[src/rtl/perf_defs.sv]
// Shared profile-code definitions for the gera_perf source and the profile
// validity checker: the four legal {A,B,C} codes and the session FSM states.
package perf_defs;

    localparam logic [2:0] PERF_ADM    = 3'b101;
    localparam logic [2:0] PERF_TESTER = 3'b011;
    localparam logic [2:0] PERF_USER   = 3'b001;
    localparam logic [2:0] PERF_GUEST  = 3'b110;

    typedef enum logic {
        ST_IDLE   = 1'b0,
        ST_ACTIVE = 1'b1
    } perf_state_t;

    // Map the 2-bit profile index (0=ADM, 1=TESTER, 2=USER, 3=GUEST) to its code.
    // Every index maps to a legal code, so the outputs can never show an
    // invalid profile.
    function automatic logic [2:0] perf_code(input logic [1:0] idx);
        logic [2:0] code;
        code = PERF_ADM;
        case (idx)
            2'd0: code = PERF_ADM;
            2'd1: code = PERF_TESTER;
            2'd2: code = PERF_USER;
            2'd3: code = PERF_GUEST;
        endcase
        return code;
    endfunction

endpackage

[src/rtl/detecta_borda.sv]
// One-bit rising-edge detector. The input is already synchronised, so a single
// registered copy of the previous value is enough. A level held high yields
// exactly one pulse, in the cycle its rise is first sampled.
module detecta_borda (
    input  logic clk,
    input  logic rst_n,
    input  logic in,
    output logic pulse
);

    logic in_q;

    // Remember the previous sampled level of the input.
    always_ff @(posedge clk) begin
        if (!rst_n) begin
            in_q <= 1'b0;
        end else begin
            in_q <= in;
        end
    end

    assign pulse = in & ~in_q;

endmodule

[src/rtl/gera_perf.sv]
// Profile-code source for the validity checker. Buttons step through the four
// legal profiles while idle; confirm starts a timed session that freezes the
// code until logout or timeout. All outputs are registered.
module gera_perf
    import perf_defs::*;
#(
    parameter int SESSION_CYCLES = 50000000,
    parameter int CNT_W          = 26
) (
    input  logic clk,
    input  logic rst_n,
    input  logic btn_next,
    input  logic btn_prev,
    input  logic btn_confirm,
    input  logic btn_logout,
    output logic A,
    output logic B,
    output logic C,
    output logic active,
    output logic perf_valid,
    output logic expired
);

    localparam logic [CNT_W-1:0] CNT_LOAD = CNT_W'(SESSION_CYCLES - 1);

    logic             ev_next;
    logic             ev_prev;
    logic             ev_confirm;
    logic             ev_logout;

    perf_state_t      state;
    logic [1:0]       idx;
    logic [2:0]       code;
    logic [CNT_W-1:0] counter;

    detecta_borda u_edge_next (
        .clk   (clk),
        .rst_n (rst_n),
        .in    (btn_next),
        .pulse (ev_next)
    );

    detecta_borda u_edge_prev (
        .clk   (clk),
        .rst_n (rst_n),
        .in    (btn_prev),
        .pulse (ev_prev)
    );

    detecta_borda u_edge_confirm (
        .clk   (clk),
        .rst_n (rst_n),
        .in    (btn_confirm),
        .pulse (ev_confirm)
    );

    detecta_borda u_edge_logout (
        .clk   (clk),
        .rst_n (rst_n),
        .in    (btn_logout),
        .pulse (ev_logout)
    );

    // Session FSM: profile selection in IDLE, countdown and frozen code in ACTIVE.
    // The code register is loaded together with idx so it always matches it.
    always_ff @(posedge clk) begin
        if (!rst_n) begin
            state      <= ST_IDLE;
            idx        <= 2'd0;
            code       <= PERF_ADM;
            active     <= 1'b0;
            perf_valid <= 1'b0;
            expired    <= 1'b0;
            counter    <= '0;
        end else begin
            perf_valid <= 1'b0;
            expired    <= 1'b0;
            case (state)
                ST_IDLE: begin
                    if (ev_confirm) begin
                        state      <= ST_ACTIVE;
                        active     <= 1'b1;
                        perf_valid <= 1'b1;
                        counter    <= CNT_LOAD;
                    end else if (ev_next && !ev_prev) begin
                        idx  <= idx + 2'd1;
                        code <= perf_code(idx + 2'd1);
                    end else if (ev_prev && !ev_next) begin
                        idx  <= idx - 2'd1;
                        code <= perf_code(idx - 2'd1);
                    end
                end
                ST_ACTIVE: begin
                    if (ev_logout) begin
                        // Logout wins over a coincident timeout: no expired pulse.
                        state  <= ST_IDLE;
                        active <= 1'b0;
                    end else if (counter == '0) begin
                        state   <= ST_IDLE;
                        active  <= 1'b0;
                        expired <= 1'b1;
                    end else begin
                        counter <= counter - 1'b1;
                    end
                end
                default: begin
                    state  <= ST_IDLE;
                    active <= 1'b0;
                end
            endcase
        end
    end

    assign A = code[2];
    assign B = code[1];
    assign C = code[0];

endmodule
[config.mk]
export PLATFORM = sky130hd
export DESIGN_NAME = gera_perf
export DESIGN_NICKNAME = d
export VERILOG_FILES = /design/src/rtl/perf_defs.sv /design/src/rtl/detecta_borda.sv /design/src/rtl/gera_perf.sv
export SDC_FILE = /design/constraint.sdc
export NUM_CORES = 1
export LEC_CHECK = 0
export CAP_MARGIN = 10
export CORE_ASPECT_RATIO = 0.5
export CORE_MARGIN = 10
export CORE_UTILIZATION = 53
export DETAILED_ROUTE_END_ITERATION = 12
export PLACE_DENSITY_LB_ADDON = 0.15
export SYNTH_ARGS = -nofsm -noshare
export SYNTH_HDL_FRONTEND = slang
export SYNTH_HIERARCHICAL = 1
export SYNTH_SLANG_ARGS = --single-unit
[constraint.sdc]
create_clock -name clk -period 2.5 [get_ports clk]
set_input_delay 0.5 -clock clk [delete_from_list [all_inputs] [get_ports clk]]
set_output_delay 0.5 -clock clk [all_outputs]
set_load 0.1 [all_outputs]
==> flow_summary.ini <==
[run_status]
status = finished, final reports clean

[clock_tree]
cts_max_level = 2
cts_buffer_depth = 2
cts_root_buffer = clkbuf_8
cts_made_buffers = 5
cts_tree = yes
path_clk_slew_ns = 0.08
clk_latency_ns = 0.30
cts_num_sinks = 39
post-cts-setup-buffers = 0
cts_hold_buf = 0

[timing]
rsz0062_at_grt = no
fmax_mhz = 418
period_needed_ns = 2.39
finalHoldViolCount = 0
max-slew-margin-rel_pct = 57.8
setup_tns_ns = 0
finalMaxSlewViolations = 0
tightest_slew_ns = 0.625
setup_viol = 0
skew_ns = 0.00792
hold_slack_ns = 0.470
post-route-period-util_pct = 95.8

[critical_path]
worst-r2r-setup-slack_ns = 0.11
r2r-end = counter[16]
cp_num_buf_inv = 1
critPathMaxStageDelay_ns = 0.60
endpoint_kind = flop
critical_path.top_delay_family = simple AND/OR/NAND/NOR gates
cp_max_fo = 7
rr_startpoint = counter[11]
r2r_cells = 6
crit_path_start_kind = flop
slowest_stage = or4_4
crit_arrival_ns = 2.58
worstSetupPathType = flop to flop
critPathRequiredTime_ns = 2.68
path_cells = or4_1 -> or4_4 -> o311ai_0 -> buf_4 -> xor2_1 -> nor2_1

[logic_synthesis]
ys_ff_latch = 39
seq_area_frac_synth_pct = 38.7
synth_nets = 234
synth_top_cell_area_share_pct = 38.7
synth-edff-count = 0
synth_cell_types = 52
synthCells = 222
synthArstFlopShare_pct = 0
synth.yosys.warnings = 6
synth-main-ff-cell = dfxtp_1
synth_area_sq_um = 2020
synth_top_area_cell = dfxtp_1
synth.area.top_cells = dfxtp_1 (39%), a21oi_1 (4.0%), ha_1 (3.7%)
synth.avg_cell_area_sq_um = 9.09

[placement]
place_congestion = 0.862
port_buffers = 11
dp_hpwl_mm = 3.61

[route]
ant_nets = 0
wl_per_cell_um = 16.1
dr_total_vias = 1819
drt_pass1_iterations = 4
routed_wl_mm = 4.91
drc = 0
vias_per_cell = 5.98
drt_iter0_markers = 67

[hold_path]
hold_start = counter[18]
hp-class = flop to flop
whs_endpoint = counter[18]
whs_path_depth = 2

[grt]
grt_pass1_vias = 1776
gr-total-overflow = 0
grt_pass1_wl_mm = 8.34
grt_usage_pct = 14.8
antenna_found_initial = 0
grt_max_degree = 18

[floorplanning]
die_h_um = 63.6
dieArea_sq_um = 6820
pin_count = 12
rows = 15
initial_core_util_pct = 56.9
dieWidth_um = 107
core_sq_um = 3550

[cells_and_area]
diodes = 0
fin_nets = 264
syn_to_final_growth_pct = 20.3
final_util_pct = 68.4
drive_above_1_share_pct = 23.7

[pwr]
power_density_nw_per_um2 = 726
peakVddDrop_uv = 417
power_mw = 1.76
power.leakage_nw = 0.944

[run]
drv_cap = 0
==> Yosys cell counts, types with 2 or more instances <==
library cell / instances
nor2b_1: 2
a21oi_1: 16
inv_1: 6
ha_1: 6
xnor2_1: 8
nor2b_4: 4
dfxtp_1: 39
nor4_1: 5
o311a_1: 3
nand2_1: 8
and3_1: 2
and4_1: 2
o211ai_1: 4
a31o_2: 2
or4_1: 5
nor2_1: 18
nor4b_1: 2
or3_2: 3
clkbuf_1: 10
and2_1: 4
xor2_1: 3
a211oi_1: 5
o31ai_1: 8
o21ai_0: 2
buf_2: 2
or3_1: 4
a31oi_1: 5
nand2b_1: 3
nor3_1: 15
o2111ai_1: 4
==> layout by cell type, fill, tap and decap left out, types with 6 or more instances in the layout <==
cell type / count
inv_1: 6
nand2_1: 8
xnor2_1: 8
o31ai_1: 8
ha_1: 6
dfxtp_1: 39
nor3_1: 15
nor2_1: 18
a21oi_1: 16
clkbuf_8: 6
buf_4: 31
==> worst max-delay path by stage <==
| stage | endpoint | cells past startpoint | start | slack, ns |
|---|---|---|---|---|
| after global routing | counter[1] | 7 | counter[0] | 0.02 |
| after CTS | counter[15] | 8 | btn_confirm | 0.09 |
| after global placement | counter[15] | 8 | btn_confirm | -0.16 |
| final | counter[16] | 6 | counter[11] | 0.11 |
| after detailed placement | counter[15] | 8 | btn_confirm | -0.21 |
| after floorplan | counter[23] | 7 | counter[11] | 0.18 |
==> final cells by class <==
cell class	instances	area (sq um)
repair buffers	36	283
flip-flops and latches	39	781
well taps	51	63.8
clock buffers	6	82.6
clock inverters	2	35.0
inverters	7	26.3
multi-input cells	163	1150
fillers	282	1120
==> worst reg2reg max path, stage by stage (launching register included) <==
cell	delay, ns
dfxtp_1	0.35
or4_1	0.57
or4_4	0.60
o311ai_0	0.39
buf_4	0.18
xor2_1	0.14
nor2_1	0.05
==> registers in the layout (all words and copies together), names as in the netlist <==
name	count
counter	26
u_edge_next/in_q	1
code	3
active	1
expired	1
u_edge_prev/in_q	1
u_edge_logout/in_q	1
u_edge_confirm/in_q	1
state	1
perf_valid	1
idx	2
==> layer usage <==
metal  share of wire [%]  up-vias  track usage [%]
li1                    -      896                -
met1                  47      870             18.7
met2                  45       46             22.7
met3                 6.6        7             4.87
met4                 1.3        0             5.54
met5                   0        -                0
==> report_power, final <==
group          total [mW]  internal [mW]  switching (mW)
Combinational       0.477          0.197           0.280
Clock               0.548          0.323           0.225
Sequential          0.736          0.676          0.0600
==> metrics by stage <==
step,worst slack [ns],instance area [sq um],instances
floorplan,0.180,2020,222
global placement,-0.157,2300,296
detailed placement,-0.214,2300,296
CTS,0.0910,2420,304
global route,0.0239,2430,304
finish,0.105,2430,304
==> what timing repair did <==
action	in CTS	in global routing
setup endpoints to repair	0	5
hold endpoints to repair	0	0
resized for setup	0	2
==> cells by family (layout without fill, tap and decap cells) <==
kind of cell    count (synthesis)  count (layout)  synth area share [%]
compound gates                 60              60                  21.5
xor+xnor                       11              11                  4.78
fa+ha+maj                       6               6                  3.72
buf+inv                        20              51                  4.22
flops                          39              39                  38.7
mux                             1               1                 0.558
simple gates                   85              85                  26.6
Power figures use the tool's default switching activity.
